$ cat src/rtl/mem_master_port.sv
// Data-memory initiator port: one load/store in flight, registered memory
// read latency, and stores to the code region suppressed and flagged.
module mem_master_port #(
  parameter int DATA_SIZE    = 16,
  parameter int ADDRESS_SIZE = 12,
  parameter int LATENCY      = 1
) (
  input  logic                    clk,
  input  logic                    reset,
  input  logic                    req_valid,
  output logic                    req_ready,
  input  logic                    req_we,
  input  logic [ADDRESS_SIZE-1:0] req_addr,
  input  logic [DATA_SIZE-1:0]    req_wdata,
  output logic                    resp_valid,
  output logic [DATA_SIZE-1:0]    resp_rdata,
  output logic                    resp_fault,
  output logic [ADDRESS_SIZE-1:0] mem_address,
  output logic [DATA_SIZE-1:0]    mem_writeData,
  output logic                    mem_we,
  input  logic [DATA_SIZE-1:0]    mem_readData
);

  localparam int CW = (LATENCY > 1) ? $clog2(LATENCY) : 1;

  typedef enum logic [1:0] {
    IDLE,
    ISSUE,
    WAIT,
    RESP
  } state_t;

  state_t        state;
  state_t        state_nx;
  logic [CW-1:0] cnt;
  logic          fault_q;
  logic          accept;
  logic          fault;
  logic          last_wait;

  assign req_ready = (state == IDLE) & ~reset;
  assign accept    = req_valid & req_ready;
  assign fault     = req_we &
    (req_addr[ADDRESS_SIZE-1:ADDRESS_SIZE-2] == 2'b00);
  assign last_wait = (state == WAIT) && (cnt == '0);

  // state register
  always_ff @(posedge clk) begin
    if (reset) state <= IDLE;
    else       state <= state_nx;
  end

  // next-state decode
  always_comb begin
    state_nx = state;
    unique case (state)
      IDLE:    if (accept) state_nx = ISSUE;
      ISSUE:   state_nx = WAIT;
      WAIT:    if (cnt == '0) state_nx = RESP;
      RESP:    state_nx = IDLE;
      default: state_nx = IDLE;
    endcase
  end

  // registered memory-side drive, wait counter and response capture
  always_ff @(posedge clk) begin
    if (reset) begin
      mem_address   <= '0;
      mem_writeData <= '0;
      mem_we        <= 1'b0;
      resp_valid    <= 1'b0;
      resp_rdata    <= '0;
      resp_fault    <= 1'b0;
      fault_q       <= 1'b0;
      cnt           <= '0;
    end else begin
      mem_we     <= 1'b0;
      resp_valid <= 1'b0;
      if (accept) begin
        mem_address   <= req_addr;
        mem_writeData <= req_wdata;
        mem_we        <= req_we & ~fault;
        fault_q       <= fault;
        cnt           <= CW'(LATENCY - 1);
      end
      if (state == WAIT && !last_wait) begin
        cnt <= cnt - 1'b1;
      end
      if (last_wait) begin
        resp_rdata <= fault_q ? '0 : mem_readData;
        resp_fault <= fault_q;
        resp_valid <= 1'b1;
      end
    end
  end

endmodule

$ cat config.mk
export PLATFORM = sky130hd
export DESIGN_NAME = mem_master_port
export DESIGN_NICKNAME = d
export VERILOG_FILES = /design/src/rtl/mem_master_port.sv
export SDC_FILE = /design/constraint.sdc
export NUM_CORES = 1
export LEC_CHECK = 0
export ABC_AREA = 0
export BUFFER_PORTS_ARGS = -buffer_cell sky130_fd_sc_hd__buf_4
export CAP_MARGIN = 20
export CORE_ASPECT_RATIO = 0.6
export CORE_MARGIN = 3
export CORE_UTILIZATION = 40
export DETAILED_ROUTE_END_ITERATION = 8
export PLACE_DENSITY = 0.75
export SYNTH_ARGS = -nofsm -noshare
export SYNTH_HDL_FRONTEND = slang
export SYNTH_SLANG_ARGS = --single-unit
$ cat constraint.sdc
create_clock -name clk -period 1.2 [get_ports clk]
set_input_delay 0.12 -clock clk [delete_from_list [all_inputs] [get_ports clk]]
set_output_delay 0.12 -clock clk [all_outputs]
set_load 0.005 [all_outputs]
==> flow_summary.toml, run 1 <==
[status]
status = "complete, but fails checks"
violations = "setup timing"

[place]
gp_congestion = 0.720
dp_hpwl_mm = 3.53
port_buffers = 95
placed_area_sq_um = 2740

[floorplanning]
io_pins = 96
coreArea_sq_um = 4320
dieArea_sq_um = 5640
die_height_um = 59.4
start_util_pct = 44.0
rows = 18
die_w_um = 95.0

[sta]
maxSlewHeadroom_pct = 85.6
fin_skew_ns = 0.00869
rsz0062_at_grt = "true"
hold_viol = 0
maxSlewViolCount = 0
period_share_pct = 111
finalSetupViolCount = 51
layout_min_cycle_time_ns = 1.33
fin_ws_ns = -0.128
timing.fmax_mhz = 753
worstMarginPinSlew_ns = 0.216

[min_path]
holdCritPathClass = "input pin to register"

[clock_network]
cts_buffers = 5
clk_latency_ns = 0.30
tritoncts = "built"
clkSinkCount = 51
clkTransAtPathRegs_ns = 0.09
cts.path.max_buffers = 2
htree_levels = 2
cts_root_buf = "clkbuf_8"

[logic_synthesis]
yosysSeqAreaShare_pct = 53.7
synth_seq_cells = 51
synth_cell_types = 24
synth_area_sq_um = 1900
syn-num-nets = 275
yosys_warnings = 0
avgSynthCellArea_sq_um = 8.45
netlist_instances = 225

[power]
ir_worst_vdd_v = 0.00103
powerDensity_nw_per_um2 = 1840
leakagePower_nw = 1.54

[setup_path]
path_class = "register to output port"
cp-end-kind = "output port"
worst_ep_arrival_time_ns = 1.21
start_kind = "register"
path_max_fanout = 3
cp.required_ns = 1.08

[detailed_routing]
post-route-drc-count = 0
drt_iter0_markers = 57
postRouteAntennaNets = 0
dr.pass1.iters = 4
viasPerCell = 4.80
routed_wl_mm = 5.60
wl_per_cell_um = 13.8
via_count = 1949

[global_route]
grt_pass1_vias = 1781
grt_pass1_wl_mm = 8.38
grtUsageTotal_pct = 19.2
gr-total-overflow = 0
antenna_found_initial = 0
grt_max_degree = 30

[layout]
post-route-util_pct = 76.5
final_common_cell = "buf_4"
areaGrowthSynthToFinish_pct = 74.1
drive_gt1_share_pct = 49.1
final_net_count = 395
n_antenna_cell = 0
layout_common_cells = "buf_4, nand2_1, dfxtp_1, nand3_2, nand3b_1"
final_area_sq_um = 3310
fillers = 299

[run]
cap_violations = 0
-- stage by stage --
step           worst slack [ns]  hold WS, ns  power [mW]  cells  TNS, ns
6_report                 -0.128      0.00582        6.10    406    -3.07
5_1_grt                  -0.179      0.00168        6.47    406    -6.39
4_1_cts                  -0.129     0.000880        5.78    403    -1.90
3_5_place_dp            -0.0867        0.306        4.20    377    -1.71
3_3_place_gp            -0.0269        0.302        4.15    377  -0.0552
2_1_floorplan          -0.00711        0.219        3.21    225  -0.0605
-- critical path: stages, from the launching register on --
cell and delay [ns]:
dfxtp_2 0.35, inv_2 0.05, ha_4 0.17, buf_6 0.12, nor2b_4 0.12, buf_6 0.11
-- flip-flops by register name, summed over array words and instances, names as in the netlist --
name	flops
cnt	1
fault_q	1
mem_address	12
mem_writeData	16
mem_we	1
state	2
resp_fault	1
resp_valid	1
resp_rdata	16
-- cells by family after synthesis --
group           after synthesis  synth area share (%)
fa+ha+maj                     2                  1.32
flops                        51                  53.7
simple gates                131                  32.9
mux                           1                 0.527
compound gates               20                  5.93
buf+inv                      20                  5.66
-- power by group --
group	total (mW)	leakage (nW)	internal, mW	switching, mW
sequential	2.31	0.418	2.07	0.231
clock	1.22	0.0612	0.675	0.542
combinational	2.58	1.06	1.48	1.09
total	6.10	1.54	4.23	1.87
-- final timing paths --
kind / depth (start not counted) / to / slack [ns] / start
setup / recovery: 5 / req_ready / -0.13 / state[0]
hold / removal: 3 / mem_writeData[10] / 0.006 / req_wdata[10]
setup reg to reg: 8 / mem_address[2] / -0.09 / state[0]
hold reg to reg: 2 / resp_rdata[11] / 0.46 / resp_rdata[11]
-- Yosys cell counts, drive strengths merged --
library cell | n | area [sq um]
nand2 | 77 | 289
dfxtp | 51 | 1020
nand3 | 29 | 145
a21oi | 18 | 93.8
nand3b | 17 | 131
buf | 11 | 73.8
clkbuf | 5 | 18.8
inv | 4 | 15.0
ha | 2 | 25.0
nor2 | 2 | 7.51
a22oi | 1 | 7.51
and2b | 1 | 7.51
and3b | 1 | 8.76
mux2i | 1 | 10.0
nand2b | 1 | 6.26
nor2b | 1 | 6.26
nor3b | 1 | 7.51
nor4b | 1 | 15.0
o221a | 1 | 11.3
-- routing by layer --
metal	global-route usage, %	wire (um)	vias to the layer above
met2	29.8	2480	70
met4	5.54	49	0
li1	-	-	981
met1	25.1	2480	891
met3	7.49	587	7
met5	0	0	-
-- timing repair --
item,4_1_cts,5_1_grt
hold endpoints to repair,11,1
endpoints found under the setup margin,49,51
pin swaps,21,45
hold buffers,11,1
resized for setup,27,33
setup buffers,4,1
gates cloned,3,1
-- final cells by class --
cell class	instances	area [sq um]	area share, %
repair buffers	129	1110	33.6
flip-flops and latches	51	1020	30.9
multi-input cells	154	965	29.1
clock buffers	6	82.6	2.50
well taps	60	75.1	2.27
clock inverters	2	35.0	1.06
inverters	4	15.0	0.454
Power figures use the tool's default switching activity.
==> run 2, diff against run 1 <==
--- a/config.mk
+++ b/config.mk
@@ -13,6 +13,8 @@
 export CORE_UTILIZATION = 40
 export DETAILED_ROUTE_END_ITERATION = 8
 export PLACE_DENSITY = 0.75
+export RECOVER_POWER = 25
+export SKIP_LAST_GASP = 1
 export SYNTH_ARGS = -nofsm -noshare
 export SYNTH_HDL_FRONTEND = slang
 export SYNTH_SLANG_ARGS = --single-unit
==> flow_summary.toml, run 2 (synthesis results as in run 1) <==
[status]
status = "complete, but fails checks"
violations = "setup timing"

[global_route]
grt_pass1_vias = 1807
gr-total-overflow = 0
grt_pass1_wl_mm = 8.47
antenna_found_initial = 0
grtUsageTotal_pct = 19.4
grt_max_degree = 30

[sta]
timing.fmax_mhz = 754
rsz0062_at_grt = "true"
fin_skew_ns = 0.00667
maxSlewViolCount = 0
maxSlewHeadroom_pct = 83.5
worstMarginPinSlew_ns = 0.248
fin_ws_ns = -0.127
layout_min_cycle_time_ns = 1.33
period_share_pct = 111
hold_viol = 0
finalSetupViolCount = 51

[setup_path]
slowest_delay_ns = 0.37
cp-end-kind = "output port"
worst_ep_arrival_time_ns = 1.21
path_class = "register to output port"
cp_slowest_cell = "dfxtp_2"
cp.required_ns = 1.08
path_common_cell = "buf_6"
path_max_fanout = 3
start_kind = "register"
crit_family = "flip-flops"
cp_cell_sequence = "inv_4 > ha_4 > buf_6 > nor2b_4 > buf_6"
cp_num_buf_inv = 3

[layout]
areaGrowthSynthToFinish_pct = 74.2
fillers = 306
final_common_cell = "buf_4"
fin_cells = 407
layout_common_cells = "buf_4, nand2_1, dfxtp_1, nand3_2, nand3b_1"
drive_gt1_share_pct = 48.4
post-route-util_pct = 76.6
final_net_count = 396
n_antenna_cell = 0
top_regs = "mem_writeData: 16 flops, resp_rdata: 16 flops, mem_address: 12 flops"

[clock_network]
clkTransAtPathRegs_ns = 0.09
clkSinkCount = 51
htree_levels = 2
tritoncts = "built"
cts.path.max_buffers = 2
cts_buffers = 5
cts_root_buf = "clkbuf_8"
clk_latency_ns = 0.30

[floorplanning]
rows = 18
die_height_um = 59.4
start_util_pct = 44.0
die_w_um = 95.0
coreArea_sq_um = 4320
io_pins = 96
dieArea_sq_um = 5640

[power]
leakagePower_nw = 1.54
switchingPower_mw = 1.87
swShare_pct = 30.7
ir_worst_vdd_v = 0.00122
p_int_mw = 4.23
p_clk_share_pct = 19.8
p_comb_share_pct = 42.3
powerDensity_nw_per_um2 = 1840
seq_power_share_pct = 37.9

[detailed_routing]
drt_iter0_markers = 71
dr.pass1.iters = 4
post-route-drc-count = 0
wl_per_cell_um = 14.1
viasPerCell = 4.88
postRouteAntennaNets = 0
via_count = 1985
routed_wl_mm = 5.76

[place]
dp_hpwl_mm = 3.53
gp_congestion = 0.720
port_buffers = 95
dp_cells = 377

[run]
cap_violations = 0

[min_path]
holdCritPathClass = "input pin to register"
==> run 2: cell types whose count changed in the layout (fill, tap and decap cells not counted), sizes merged <==
cell,before,now
buf,116,105
clkbuf,7,18
dlygate4sd3,12,13
==> run 2: through the flow <==
step                      setup TNS (ns)  instance area [sq um]  hold slack [ns]  power, mW  worst slack (ns)
final                              -3.37                   3310           0.0142       6.10            -0.127
after global routing               -6.70                   3310          0.00119       6.48            -0.201
after CTS                          -2.04                   3120        0.0000643       5.77            -0.129
after detailed placement           -1.71                   2740            0.306       4.20           -0.0867
after global placement           -0.0552                   2740            0.302       4.15           -0.0269
after floorplan                  -0.0605                   1900            0.219       3.21          -0.00711
==> run 2: final timing paths <==
check	from	end	slack, ns	cells past startpoint
max	state[0]	req_ready	-0.13	5
min	req_addr[7]	mem_address[7]	0.01	3
max reg2reg	state[0]	state[1]	-0.12	6
min reg2reg	resp_rdata[3]	resp_rdata[3]	0.45	2
==> run 2: power groups by stage <==
stage / Sequential, mW / Combinational, mW / Clock (mW)
after floorplan: 2.31 / 0.894 / 0
after global placement: 2.29 / 1.86 / 0
after detailed placement: 2.29 / 1.90 / 0
after CTS: 2.27 / 2.26 / 1.24
after global routing: 2.36 / 2.81 / 1.32
final: 2.31 / 2.58 / 1.21
==> run 2: final cells by class <==
class,instances,area [sq um],area share (%)
Clock buffer,6,82.6,2.49
Clock inverter,2,35.0,1.06
Inverter,4,17.5,0.529
Multi-Input combinational cell,154,956,28.9
Sequential cell,51,1020,30.9
Tap cell,60,75.1,2.27
Timing Repair Buffer,130,1120,33.9
==> run 2: layer usage <==
metal,global-route usage (%),share of wire (%),vias to the layer above
met5,0,0,-
met2,30.1,44,79
li1,-,-,980
met3,7.49,10,12
met1,25.2,43,914
met4,5.54,1.8,0
==> run 2: worst min-delay path, delay by kind of cell <==
kind,cells,cell delay (ns)
AND/OR/NAND/NOR,2,0.09
buffers and inverters,1,0.08
==> run 2: timing repair <==
action                                 in CTS  in global routing
buffers inserted                            4                  1
gates cloned                                3                  1
setup endpoints to repair                  49                 51
gates resized for setup                    24                 31
hold buffers                               13                  0
pin swaps                                   6                 50
endpoints found under the hold margin      13                  0
==> run 3, diff against run 2 <==
--- a/config.mk
+++ b/config.mk
@@ -9,11 +9,11 @@
 export BUFFER_PORTS_ARGS = -buffer_cell sky130_fd_sc_hd__buf_4
 export CAP_MARGIN = 20
 export CORE_ASPECT_RATIO = 0.6
-export CORE_MARGIN = 3
+export CORE_MARGIN = 10
 export CORE_UTILIZATION = 40
 export DETAILED_ROUTE_END_ITERATION = 8
 export PLACE_DENSITY = 0.75
-export RECOVER_POWER = 25
+export RECOVER_POWER = 100
 export SKIP_LAST_GASP = 1
 export SYNTH_ARGS = -nofsm -noshare
 export SYNTH_HDL_FRONTEND = slang
==> flow_summary.toml, run 3 (synthesis results as in run 1) <==
[setup_path]
worstReg2RegStart = "state[0]"
path_max_fanout = 3
rr_worst_depth = 7
cp.required_ns = 1.08
worstReg2RegEnd = "resp_rdata[5]"
cp-end-kind = "output port"
ff2ff_setup_slack_ns = -0.10
start_kind = "register"
path_class = "register to output port"
startpoint = "state[1]"
cp-endpoint = "req_ready"
worst_ep_arrival_time_ns = 1.19

[floorplanning]
die_w_um = 109
coreArea_sq_um = 4590
start_util_pct = 41.4
die_height_um = 73.4
rows = 19
io_pins = 96
dieArea_sq_um = 8000

[detailed_routing]
wl_per_cell_um = 15.4
viasPerCell = 4.82
via_count = 1957
post-route-drc-count = 0
drt_iter0_markers = 79
routed_wl_mm = 6.25
postRouteAntennaNets = 0
dr.pass1.iters = 5

[global_route]
grt_pass1_wl_mm = 9.36
gr-total-overflow = 0
antenna_found_initial = 0
grt_pass1_vias = 1917
grtUsageTotal_pct = 14.3
grt_max_degree = 32

[sta]
maxSlewViolCount = 0
worstMarginPinSlew_ns = 0.215
fin_skew_ns = 0.00830
finalSetupViolCount = 51
timing.fmax_mhz = 761
layout_min_cycle_time_ns = 1.31
fin_ws_ns = -0.114
period_share_pct = 109
maxSlewHeadroom_pct = 85.7
rsz0062_at_grt = "true"
hold_viol = 0

[clock_network]
cts.path.max_buffers = 2
clk_latency_ns = 0.30
clkTransAtPathRegs_ns = 0.09
cts_buffers = 5
tritoncts = "built"
cts_root_buf = "clkbuf_8"
htree_levels = 2
clkSinkCount = 51

[layout]
post-route-util_pct = 68.4
n_antenna_cell = 0
areaGrowthSynthToFinish_pct = 65.2
top_regs = "mem_writeData: 16 flops, resp_rdata: 16 flops, mem_address: 12 flops"
final_common_cell = "nand2_1"
layout_common_cells = "nand2_1, buf_4, dfxtp_1, nand3_1"
fin_cells = 406
drive_gt1_share_pct = 39.4
fillers = 384
final_net_count = 392

[power]
p_int_mw = 4.22
ir_worst_vdd_v = 0.00112
swShare_pct = 30.7
power_mw = 6.09
powerDensity_nw_per_um2 = 1940
seq_power_share_pct = 37.2
p_clk_share_pct = 22.7
switchingPower_mw = 1.87
p_comb_share_pct = 40.1
leakagePower_nw = 1.46

[place]
dp_cells = 380
gp_congestion = 0.710
port_buffers = 95
dp_hpwl_mm = 4.17

[status]
violations = "setup timing"
status = "complete, but fails checks"

[min_path]
holdCritPathClass = "input pin to register"
min_path_cells = 3

[run]
cap_violations = 0
run 3: changes by cell type in the layout (fill, tap and decap cells not counted), sizes merged:
cell,change
clkbuf,+37
buf,-36
dlygate4sd3,-5
bufinv,+1
clkinv,-1
run 3: stage by stage:
| stage | area (sq um) | hold WS, ns | setup slack [ns] | TNS [ns] |
|---|---|---|---|---|
| finish | 3140 | 0.00458 | -0.114 | -3.36 |
| global route | 3140 | 0.00146 | -0.170 | -6.48 |
| CTS | 3080 | 0.000259 | -0.102 | -3.55 |
| detailed placement | 2750 | 0.307 | -0.0856 | -1.78 |
| global placement | 2750 | 0.302 | -0.0381 | -0.375 |
| floorplan | 1900 | 0.219 | -0.00711 | -0.0605 |
run 3: worst min-delay path by stage:
stage | start | endpoint | slack, ns
after floorplan | req_addr[0] | mem_address[0] | 0.22
after global placement | req_addr[3] | mem_address[3] | 0.30
after detailed placement | req_wdata[15] | mem_writeData[15] | 0.31
after CTS | req_wdata[3] | mem_writeData[3] | 0.0003
after global routing | req_addr[9] | mem_address[9] | 0.001
final | req_wdata[14] | mem_writeData[14] | 0.005
run 3: layout make-up:
class | count | area, sq um | area share, %
clock buffers | 6 | 72.6 | 2.31
clock inverters | 2 | 60.1 | 1.91
inverters | 4 | 15.0 | 0.478
multi-input cells | 154 | 903 | 28.8
flip-flops and latches | 51 | 1020 | 32.6
well taps | 63 | 78.8 | 2.51
repair buffers | 126 | 986 | 31.4
run 3: what timing repair did:
item,4_1_cts,5_1_grt
resized for setup,20,26
setup buffers,4,1
cloned,1,4
pin swaps,30,18
endpoints found under the hold margin,8,0
hold buffers,8,0
setup endpoints to repair,49,51
run 3: worst max-delay path: stages (launching register included):
cell and delay, ns:
dfxtp_2 0.35, inv_2 0.05, ha_4 0.16, buf_6 0.11, nor2b_4 0.12, buf_6 0.11
run 3: layer usage:
| layer | GRT usage (%) | up-vias | wire length [um] |
|---|---|---|---|
| li1 | - | 970 | - |
| met1 | 16.8 | 903 | 2640 |
| met2 | 21.5 | 76 | 2730 |
| met3 | 9.17 | 8 | 813 |
| met4 | 2.77 | 0 | 63 |
| met5 | 0 | - | 0 |
run 3: power groups by stage:
stage	logic, mW	clock network (mW)	registers (mW)
finish	2.44	1.38	2.26
global route	2.69	1.47	2.31
CTS	2.35	1.40	2.27
detailed placement	1.96	0	2.30
global placement	1.92	0	2.28
floorplan	0.894	0	2.31
